File: config.mk
export PLATFORM = sky130hd
export DESIGN_NAME = insmem_loader
export DESIGN_NICKNAME = d
export VERILOG_FILES = /design/src/rtl/insmem_loader.sv
export SDC_FILE = /design/constraint.sdc
export NUM_CORES = 1
export LEC_CHECK = 0
export BUFFER_PORTS_ARGS = -buffer_cell sky130_fd_sc_hd__buf_2
export CAP_MARGIN = 20
export CORE_UTILIZATION = 45
export CTS_CLUSTER_SIZE = 14
export DETAILED_ROUTE_END_ITERATION = 8
export PLACE_DENSITY = 0.76
export SLEW_MARGIN = 10
export SYNTH_ARGS = -nofsm -noshare
export SYNTH_HDL_FRONTEND = slang
export SYNTH_SLANG_ARGS = --single-unit
export TNS_END_PERCENT = 50
File: constraint.sdc
create_clock -name clk -period 4.37 [get_ports clk]
set_clock_uncertainty 0.1 [all_clocks]
set_input_delay 0.2185 -clock clk [delete_from_list [all_inputs] [get_ports clk]]
set_output_delay 0.2185 -clock clk [all_outputs]
set_load 0.03 [all_outputs]
File: src/rtl/insmem_loader.sv
// insmem_loader: streams Y86-style instruction fields into a byte-wide
// instruction memory, one byte per cycle, tracking the next free address.
// Optional feature macro: HLT_LOCK_EN -- when defined, a fully written halt
// (icode 0) locks the loader (in_ready=0, ptr_load ignored) until rst.
module insmem_loader #(
  parameter int MEM_SIZE = 2048
) (
  input  logic        clk,
  input  logic        rst,
  input  logic        in_valid,
  output logic        in_ready,
  input  logic [3:0]  icode,
  input  logic [3:0]  ifun,
  input  logic [3:0]  rA,
  input  logic [3:0]  rB,
  input  logic [63:0] valC,
  input  logic        ptr_load,
  input  logic [11:0] ptr_val,
  output logic        mem_we,
  output logic [10:0] mem_addr,
  output logic [7:0]  mem_wdata,
  output logic [11:0] wr_ptr,
  output logic        ins_er,
  output logic        adr_er,
  output logic [15:0] inst_count
);

  typedef enum logic {IDLE, WRITE} state_t;

  localparam logic [12:0] MEM_LIMIT = 13'(MEM_SIZE);

  state_t      state_q;
  logic [11:0] wr_ptr_q;
  logic [15:0] inst_count_q;
  logic [3:0]  ra_q, rb_q;
  logic [63:0] valc_q;
  logic [3:0]  len_q;
  logic [3:0]  k_q;
  logic        mem_we_q;
  logic [10:0] mem_addr_q;
  logic [7:0]  mem_wdata_q;
  logic        ins_er_q;
  logic        adr_er_q;
  logic        locked;
  logic [3:0]  in_len;
  logic [12:0] end_addr;
  logic [7:0]  next_byte;

`ifdef HLT_LOCK_EN
  logic lock_q;
  logic halt_q;
  assign locked = lock_q;
`else
  assign locked = 1'b0;
`endif

  // Encoded length in bytes for each icode; 0 marks an invalid code.
  function automatic logic [3:0] ins_len(input logic [3:0] c);
    case (c)
      4'h0, 4'h1, 4'h9:             ins_len = 4'd1;
      4'h2, 4'h6, 4'hA, 4'hB:       ins_len = 4'd2;
      4'h7, 4'h8:                   ins_len = 4'd9;
      4'h3, 4'h4, 4'h5:             ins_len = 4'd10;
      default:                      ins_len = 4'd0;
    endcase
  endfunction

  // Byte k (k >= 1) of the captured instruction image.
  function automatic logic [7:0] image_byte(input logic [3:0] len, input logic [3:0] ra,
                                            input logic [3:0] rb, input logic [63:0] vc,
                                            input logic [3:0] k);
    logic [63:0] sh;
    logic [3:0]  idx;
    idx = (len == 4'd10) ? (k - 4'd2) : (k - 4'd1);
    sh  = vc >> {idx, 3'b000};
    if ((len == 4'd2 || len == 4'd10) && k == 4'd1)
      image_byte = {ra, rb};
    else
      image_byte = sh[7:0];
  endfunction

  // Acceptance qualifiers and the byte emitted on the next WRITE cycle.
  always_comb begin
    in_len    = ins_len(icode);
    end_addr  = {1'b0, wr_ptr_q} + {9'd0, in_len};
    next_byte = image_byte(len_q, ra_q, rb_q, valc_q, k_q);
  end

  assign in_ready   = (state_q == IDLE) && !ptr_load && !locked;
  assign mem_we     = mem_we_q;
  assign mem_addr   = mem_addr_q;
  assign mem_wdata  = mem_wdata_q;
  assign wr_ptr     = wr_ptr_q;
  assign ins_er     = ins_er_q;
  assign adr_er     = adr_er_q;
  assign inst_count = inst_count_q;

  // Loader FSM: accept/validate in IDLE, stream one byte per cycle in WRITE.
  always_ff @(posedge clk) begin
    if (rst) begin
      state_q      <= IDLE;
      wr_ptr_q     <= '0;
      inst_count_q <= '0;
      ra_q         <= '0;
      rb_q         <= '0;
      valc_q       <= '0;
      len_q        <= '0;
      k_q          <= '0;
      mem_we_q     <= 1'b0;
      mem_addr_q   <= '0;
      mem_wdata_q  <= '0;
      ins_er_q     <= 1'b0;
      adr_er_q     <= 1'b0;
`ifdef HLT_LOCK_EN
      lock_q       <= 1'b0;
      halt_q       <= 1'b0;
`endif
    end else begin
      ins_er_q <= 1'b0;
      adr_er_q <= 1'b0;
      case (state_q)
        IDLE: begin
          mem_we_q <= 1'b0;
          if (ptr_load && !locked) begin
            wr_ptr_q <= ptr_val;
          end else if (in_valid && in_ready) begin
            if (icode > 4'hB) begin
              ins_er_q <= 1'b1;
            end else if (end_addr > MEM_LIMIT) begin
              adr_er_q <= 1'b1;
            end else begin
              // Byte 0 goes out on the cycle right after acceptance.
              ra_q        <= rA;
              rb_q        <= rB;
              valc_q      <= valC;
              len_q       <= in_len;
              k_q         <= 4'd1;
              mem_we_q    <= 1'b1;
              mem_addr_q  <= wr_ptr_q[10:0];
              mem_wdata_q <= {icode, ifun};
              state_q     <= WRITE;
`ifdef HLT_LOCK_EN
              halt_q      <= (icode == 4'h0);
`endif
            end
          end
        end
        WRITE: begin
          if (k_q < len_q) begin
            mem_we_q    <= 1'b1;
            mem_addr_q  <= wr_ptr_q[10:0] + {7'd0, k_q};
            mem_wdata_q <= next_byte;
            k_q         <= k_q + 4'd1;
          end else begin
            // Last byte was emitted in the previous cycle: commit it.
            mem_we_q     <= 1'b0;
            state_q      <= IDLE;
            wr_ptr_q     <= wr_ptr_q + {8'd0, len_q};
            inst_count_q <= inst_count_q + 16'd1;
`ifdef HLT_LOCK_EN
            if (halt_q) lock_q <= 1'b1;
`endif
          end
        end
        default: state_q <= IDLE;
      endcase
    end
  end

endmodule

==> results of run 1 <==
final cells by class:
class | instances | area share, %
antenna | 2 | 0.05316
clock inverter | 13 | 1.940
clock buffer | 19 | 4.811
multi-input combinational | 662 | 44.81
timing repair buffer | 239 | 17.36
inverter | 18 | 0.7176
tap | 216 | 2.870
sequential | 129 | 27.44
Yosys cell counts, types with 4 or more instances:
cell type  instances
a2111oi_0          8
a211oi_1          28
a21o_1             4
a21oi_1          106
a22oi_1            4
a2bb2oi_1          8
and2_1             7
and3_1             4
buf_2             20
buf_4              5
buf_6              4
clkbuf_1          51
dfxtp_1          129
ha_1              19
inv_1             17
mux2i_1           12
mux4_2            16
nand2_1           54
nand2b_1           4
nand3_1           81
nand4_1            7
nor2_1            46
nor3_1            54
nor4_1             4
o21ai_0           89
o21ai_1           14
o221ai_1           9
o31ai_1            5
or3_1              4
xnor2_1           17
xor2_1             9
report_power, final:
part | internal [mW] | switching (mW) | total [mW] | leakage, nW
logic | 0.265 | 0.380 | 0.645 | 2.18
clock network | 0.985 | 0.555 | 1.54 | 0.302
registers | 1.24 | 0.0719 | 1.31 | 1.05
total | 2.49 | 1.01 | 3.50 | 3.54
worst min-delay path, stage by stage:
cell and delay (ns):
buf_2 0.10, nand3_1 0.10, a21oi_1 0.08
repair_timing:
item,CTS,global route
hold buffers,71,0
endpoints found under the setup margin,0,0
endpoints found under the hold margin,71,0
state kept, by name (all words and copies together) (netlist names):
name        count
valc_q         64
inst_count     16
wr_ptr         12
mem_addr       11
mem_wdata       8
k_q             4
ra_q            4
rb_q            4
len_q           3
adr_er          1
ins_er          1
mem_we          1
worst max path at each step:
stage | end | slack [ns] | cells after the start
floorplan | mem_wdata[6]$_SDFFE_PP0P_ | 1.21 | 12
global placement | valc_q[8]$_SDFFE_PP0P_ | 0.82 | 15
detailed placement | valc_q[8]$_SDFFE_PP0P_ | 0.72 | 15
CTS | valc_q[7]$_SDFFE_PP0P_ | 0.79 | 10
global route | valc_q[0]$_SDFFE_PP0P_ | 0.55 | 10
finish | valc_q[7]$_SDFFE_PP0P_ | 0.77 | 10
kinds of logic after synthesis:
family                     after synthesis  synth area share, %
AOI/OAI and AO/OA                      299                24.68
and+or+nand+nor                        287                19.55
DFF                                    129                35.64
buffers and inverters                  101                6.251
muxes                                   28                6.631
xor gates and xnor gates                26                3.143
adders and majority gates               22                4.110
through the flow:
step / cells / cell area, um2 / util (%) / power [mW]
after floorplan: 892 / 7246 / - / 1.741
after global placement: 1193 / 8064 / 50.95 / 1.907
after detailed placement: 1193 / 8064 / 50.95 / 1.918
after CTS: 1296 / 9410 / 59.45 / 3.492
after global routing: 1297 / 9413 / 59.47 / 3.630
final: 1298 / 9415 / 59.49 / 3.498
per-layer routing:
| metal | vias to the layer above | GRT usage, % |
|---|---|---|
| met5 | - | 0 |
| met4 | 2 | 13.36 |
| met3 | 62 | 8.482 |
| met2 | 329 | 42.32 |
| met1 | 3640 | 35.36 |
| li1 | 3645 | - |
==> impl_metrics.env, run 1 <==
export IMPL_cts_resized_gates=0
export IMPL_synth_ff_type="dfxtp_1"
export IMPL_seq_area_um2=2584
export IMPL_cp_cell_sequence="inv_1 > fa_1 > and3b_1 > o21bai_1 > a211oi_1 > a21oi_1 > o41a_2 > buf_12 > o21ai_0 > a21oi_1"
export IMPL_cts_sinks=129
export IMPL_firstDrtPassIters=5
export IMPL_grt_pass1_wl_um=35730
export IMPL_cpMostUsedCell="a21oi_1"
export IMPL_start_kind="flop"
export IMPL_grt_max_degree=104
export IMPL_port_buffers=146
export IMPL_critPathLaunch="wr_ptr[1]$_SDFFE_PP0P_"
export IMPL_core_um2=15830
export IMPL_synthTopCellsByArea="dfxtp_1 36%, a21oi_1 7.3%, o21ai_0 6.1%"
export IMPL_fp_row_count=46
export IMPL_synth_cells=892
export IMPL_die_height_um=128.9
export IMPL_synth_nets=1010
export IMPL_hold_viol=0
export IMPL_final_common_cell="buf_2"
export IMPL_vdd_drop_max_uv=315.7
export IMPL_dieArea_um2=16610
export IMPL_fp_dieW_um=128.9
export IMPL_crit_type="flop to flop"
export IMPL_drv_slew=0
export IMPL_topRoutingLayerUsed="met5"
export IMPL_crit_required_ns=4.56
export IMPL_via_per_inst=5.915
export IMPL_synth_seq_cells=129
export IMPL_gr_total_overflow=0
export IMPL_wl_met3_um=1772
export IMPL_reg2reg_slack_ns=0.77
export IMPL_cp_top_family="compound AO/OA/AOI/OAI gates"
export IMPL_fin_nets=1185
export IMPL_start_util_pct=45.78
export IMPL_holdPathStages=3
export IMPL_layout_setup_ws_ns=0.7683
export IMPL_syn_cell_area_um2=7246
export IMPL_worst_slew_pin_slew_ns=1.095
export IMPL_multiInputGateArea_um2=4219
export IMPL_timing_final_crit_period_ns=3.602
export IMPL_async_flop_share_pct=0
export IMPL_dp_slack_ns=0.7189
export IMPL_fmax_mhz=277.6
export IMPL_drt_iter0_markers=624
export IMPL_num_fill_cells=1405
export IMPL_clk_pin_slew_worst_paths_ns=0.06
export IMPL_drive_gt1_share_pct=21.30
export IMPL_cp_slowest_stage_delay_ns=0.75
export IMPL_met2RoutedLength_um=10310
export IMPL_grt_pass1_vias=6992
export IMPL_status="complete, no violations"
export IMPL_cts_path_max_buffers=2
export IMPL_cp_num_buf_inv=2
export IMPL_synth_edf_count=0
export IMPL_leakage_nw=3.538
export IMPL_setup_viol=0
export IMPL_dp_hpwl_um=14570
export IMPL_cts_tree="done"
export IMPL_gp_congestion=0.8721
export IMPL_rr_endpoint="valc_q[7]$_SDFFE_PP0P_"
export IMPL_area_growth_pct=29.94
export IMPL_drc=0
export IMPL_ys_seq_area_share_pct=35.64
export IMPL_routed_wl_um=22650
export IMPL_yosys_area_top_type_share_pct=35.64
export IMPL_r2r_start="wr_ptr[1]$_SDFFE_PP0P_"
export IMPL_routedWlPerCell_um=17.45
export IMPL_hp_class="input port to flop"
export IMPL_wirelength_met1_um=9707
export IMPL_arrival_ns=3.79
export IMPL_hold_path_startpoint="valC[60]"
export IMPL_numCtsBuffers=17
export IMPL_antenna_found_initial=3
export IMPL_ff2ff_path_depth=10
export IMPL_clock_latency_ns=0.42
export IMPL_yosysWarnings=0
export IMPL_fin_setup_tns_ns=0
export IMPL_io_pins=147
export IMPL_hold_slack_ns=0.02490
export IMPL_htree_num_levels=4
export IMPL_cts_setup_buffers=0
export IMPL_ys_types=62
export IMPL_cp_max_fo=47
export IMPL_relSlewSlack_pct=27.00
export IMPL_cpMaxStageDelayCell="o41a_2"
export IMPL_end_kind="flop"
export IMPL_hold_path_end="valc_q[60]$_SDFFE_PP0P_"
export IMPL_final_cell_mix="145 x buf_2, 128 x dfxtp_1, 106 x a21oi_1, 89 x o21ai_0, 81 x nand3_1"
export IMPL_rsz0062_at_grt="false"
export IMPL_antenna_left=0
export IMPL_yosysTopAreaCell="dfxtp_1"
export IMPL_grtUsageTotal_pct=27.62
export IMPL_cts_root_buf="clkbuf_16"
export IMPL_fin_crit_sh_pct=82.42
export IMPL_drv_cap=0
export IMPL_p_per_area_nw_per_um2=371.6
export IMPL_vias=7678
export IMPL_syn_avg_cell_area_um2=8.123
Power figures use the tool's default switching activity.
==> run 2, diff against run 1 <==
Settings changed: PLACE_DENSITY 0.76 to 0.79.
Clock period 4.37 ns to 3.2 ns, I/O delays scaled along.
==> impl_metrics.env, run 2 (same netlist as run 1, synthesis figures left out) <==
export IMPL_io_pins=147
export IMPL_hold_slack_ns=0.01185
export IMPL_die_height_um=128.9
export IMPL_clock_latency_ns=0.42
export IMPL_dieArea_um2=16610
export IMPL_crit_type="flop to flop"
export IMPL_cp_top_family="compound AO/OA/AOI/OAI gates"
export IMPL_clkPwrFrac_pct=39.7
export IMPL_worst_slew_pin_slew_ns=0.8913
export IMPL_fmax_mhz=321.1
export IMPL_antenna_left=0
export IMPL_crit_required_ns=3.44
export IMPL_intPower_mw=3.286
export IMPL_start_kind="flop"
export IMPL_htree_num_levels=4
export IMPL_grtUsageTotal_pct=28.56
export IMPL_cp_num_buf_inv=5
export IMPL_fp_row_count=46
export IMPL_switching_share_pct=29.02
export IMPL_drt_iter0_markers=918
export IMPL_cp_slowest_stage_delay_ns=0.37
export IMPL_clk_pin_slew_worst_paths_ns=0.06
export IMPL_drive_gt1_share_pct=23.76
export IMPL_top_register="valc_q"
export IMPL_core_um2=15830
export IMPL_grt_pass1_wl_um=36990
export IMPL_leakage_nw=3.787
export IMPL_cts_path_max_buffers=2
export IMPL_gr_total_overflow=0
export IMPL_drc=0
export IMPL_vias=7997
export IMPL_cp_max_fo=15
export IMPL_start_util_pct=45.78
export IMPL_via_per_inst=5.941
export IMPL_fin_crit_sh_pct=97.33
export IMPL_area_growth_pct=35.90
export IMPL_arrival_ns=3.35
export IMPL_power_frac_seq_pct=38.3
export IMPL_grt_max_degree=82
export IMPL_final_cell_mix="145 x buf_2, 128 x dfxtp_1, 105 x a21oi_1, 89 x o21ai_0, 81 x nand3_1"
export IMPL_timing_final_crit_period_ns=3.115
export IMPL_hp_class="input port to flop"
export IMPL_vdd_drop_max_uv=374.5
export IMPL_switchingPower_mw=1.344
export IMPL_p_per_area_nw_per_um2=470.1
export IMPL_numCtsBuffers=17
export IMPL_fp_dieW_um=128.9
export IMPL_end_kind="flop"
export IMPL_hold_viol=0
export IMPL_cp_cell_sequence="ha_1 > inv_1 > fa_1 > and3b_2 > o21bai_1 > a211oi_1 > a21oi_1 > buf_4 > o41ai_4 > buf_4 > buf_12 > buf_12 > nand3_1 > a21oi_1"
export IMPL_status="complete, no violations"
export IMPL_relSlewSlack_pct=40.58
export IMPL_antenna_found_initial=4
export IMPL_combPwrFrac_pct=21.9
export IMPL_final_common_cell="buf_2"
export IMPL_cpMaxStageDelayCell="dfxtp_1"
export IMPL_routedWlPerCell_um=17.52
export IMPL_cts_root_buf="clkbuf_16"
export IMPL_cts_sinks=129
export IMPL_dp_hpwl_um=15280
export IMPL_gp_congestion=0.8633
export IMPL_setup_viol=0
export IMPL_routed_wl_um=23580
export IMPL_fin_nets=1234
export IMPL_drv_cap=0
export IMPL_port_buffers=146
export IMPL_grt_pass1_vias=7450
export IMPL_final_core_util_pct=62.21
export IMPL_cts_tree="done"
export IMPL_largest_reg_flops=64
export IMPL_drv_slew=0
export IMPL_firstDrtPassIters=8
-- run 2: repair_timing --
| action | CTS | global route |
|---|---|---|
| resized for setup | 0 | 4 |
| hold buffers | 78 | 0 |
| endpoints found under the hold margin | 78 | 0 |
| endpoints found under the setup margin | 0 | 79 |
| setup buffers | 0 | 4 |
-- run 2: worst reg2reg max path: stages, from the launching register on --
cell and delay, ns:
dfxtp_1 0.37, ha_1 0.19, inv_1 0.05, fa_1 0.37, and3b_2 0.28, o21bai_1 0.11, a211oi_1 0.22, a21oi_1 0.11
buf_4 0.17, o41ai_4 0.34, buf_4 0.18, buf_12 0.12, buf_12 0.14, nand3_1 0.12, a21oi_1 0.17
-- run 2: power by group through the flow --
stage / clock network (mW) / logic (mW) / registers, mW
after floorplan: 0 / 0.522 / 1.86
after global routing: 1.93 / 1.10 / 1.78
final: 1.84 / 1.01 / 1.77
after CTS: 1.85 / 0.983 / 1.77
after detailed placement: 0 / 0.905 / 1.80
after global placement: 0 / 0.884 / 1.80
-- run 2: routing by layer --
| layer | track usage [%] | vias up | part of all wire, % |
|---|---|---|---|
| met5 | 0 | - | 0.11 |
| met4 | 15.09 | 4 | 4.3 |
| met3 | 6.403 | 100 | 8.4 |
| met2 | 44.48 | 442 | 45 |
| met1 | 36.97 | 3719 | 42 |
| li1 | - | 3732 | - |
-- run 2: worst paths after layout --
path | from | end | slack, ns | cells after the start
min | ptr_val[9] | wr_ptr[9]$_SDFFE_PP0P_ | 0.01 | 3
min reg2reg | mem_addr[1]$_SDFFE_PP0P_ | mem_addr[1]$_SDFFE_PP0P_ | 0.37 | 2
max | wr_ptr[0]$_SDFFE_PP0P_ | valc_q[61]$_SDFFE_PP0P_ | 0.09 | 14
max reg2reg | wr_ptr[0]$_SDFFE_PP0P_ | valc_q[61]$_SDFFE_PP0P_ | 0.09 | 14
-- run 2: metrics by stage --
step                instances  area, um2  power [mW]  TNS, ns  setup WS [ns]
CTS                      1339       9774       4.605        0        0.05407
finish                   1346       9847       4.629        0        0.08543
global route             1346       9847       4.816  -0.2190       -0.03610
detailed placement       1230       8442       2.709   -5.129        -0.1292
global placement         1230       8442       2.685        0        0.01871
floorplan                 892       7246       2.378        0        0.04329
-- run 2: cell type report --
type                            instances  area [um2]
Fill cell                            1322        5981
Multi-Input combinational cell        662        4224
Sequential cell                       129        2584
Timing Repair Buffer                  288        2145
Clock buffer                           26       499.2
Tap cell                              216       270.3
Inverter                               18       67.56
Clock inverter                          5       52.55
Antenna cell                            2       5.005
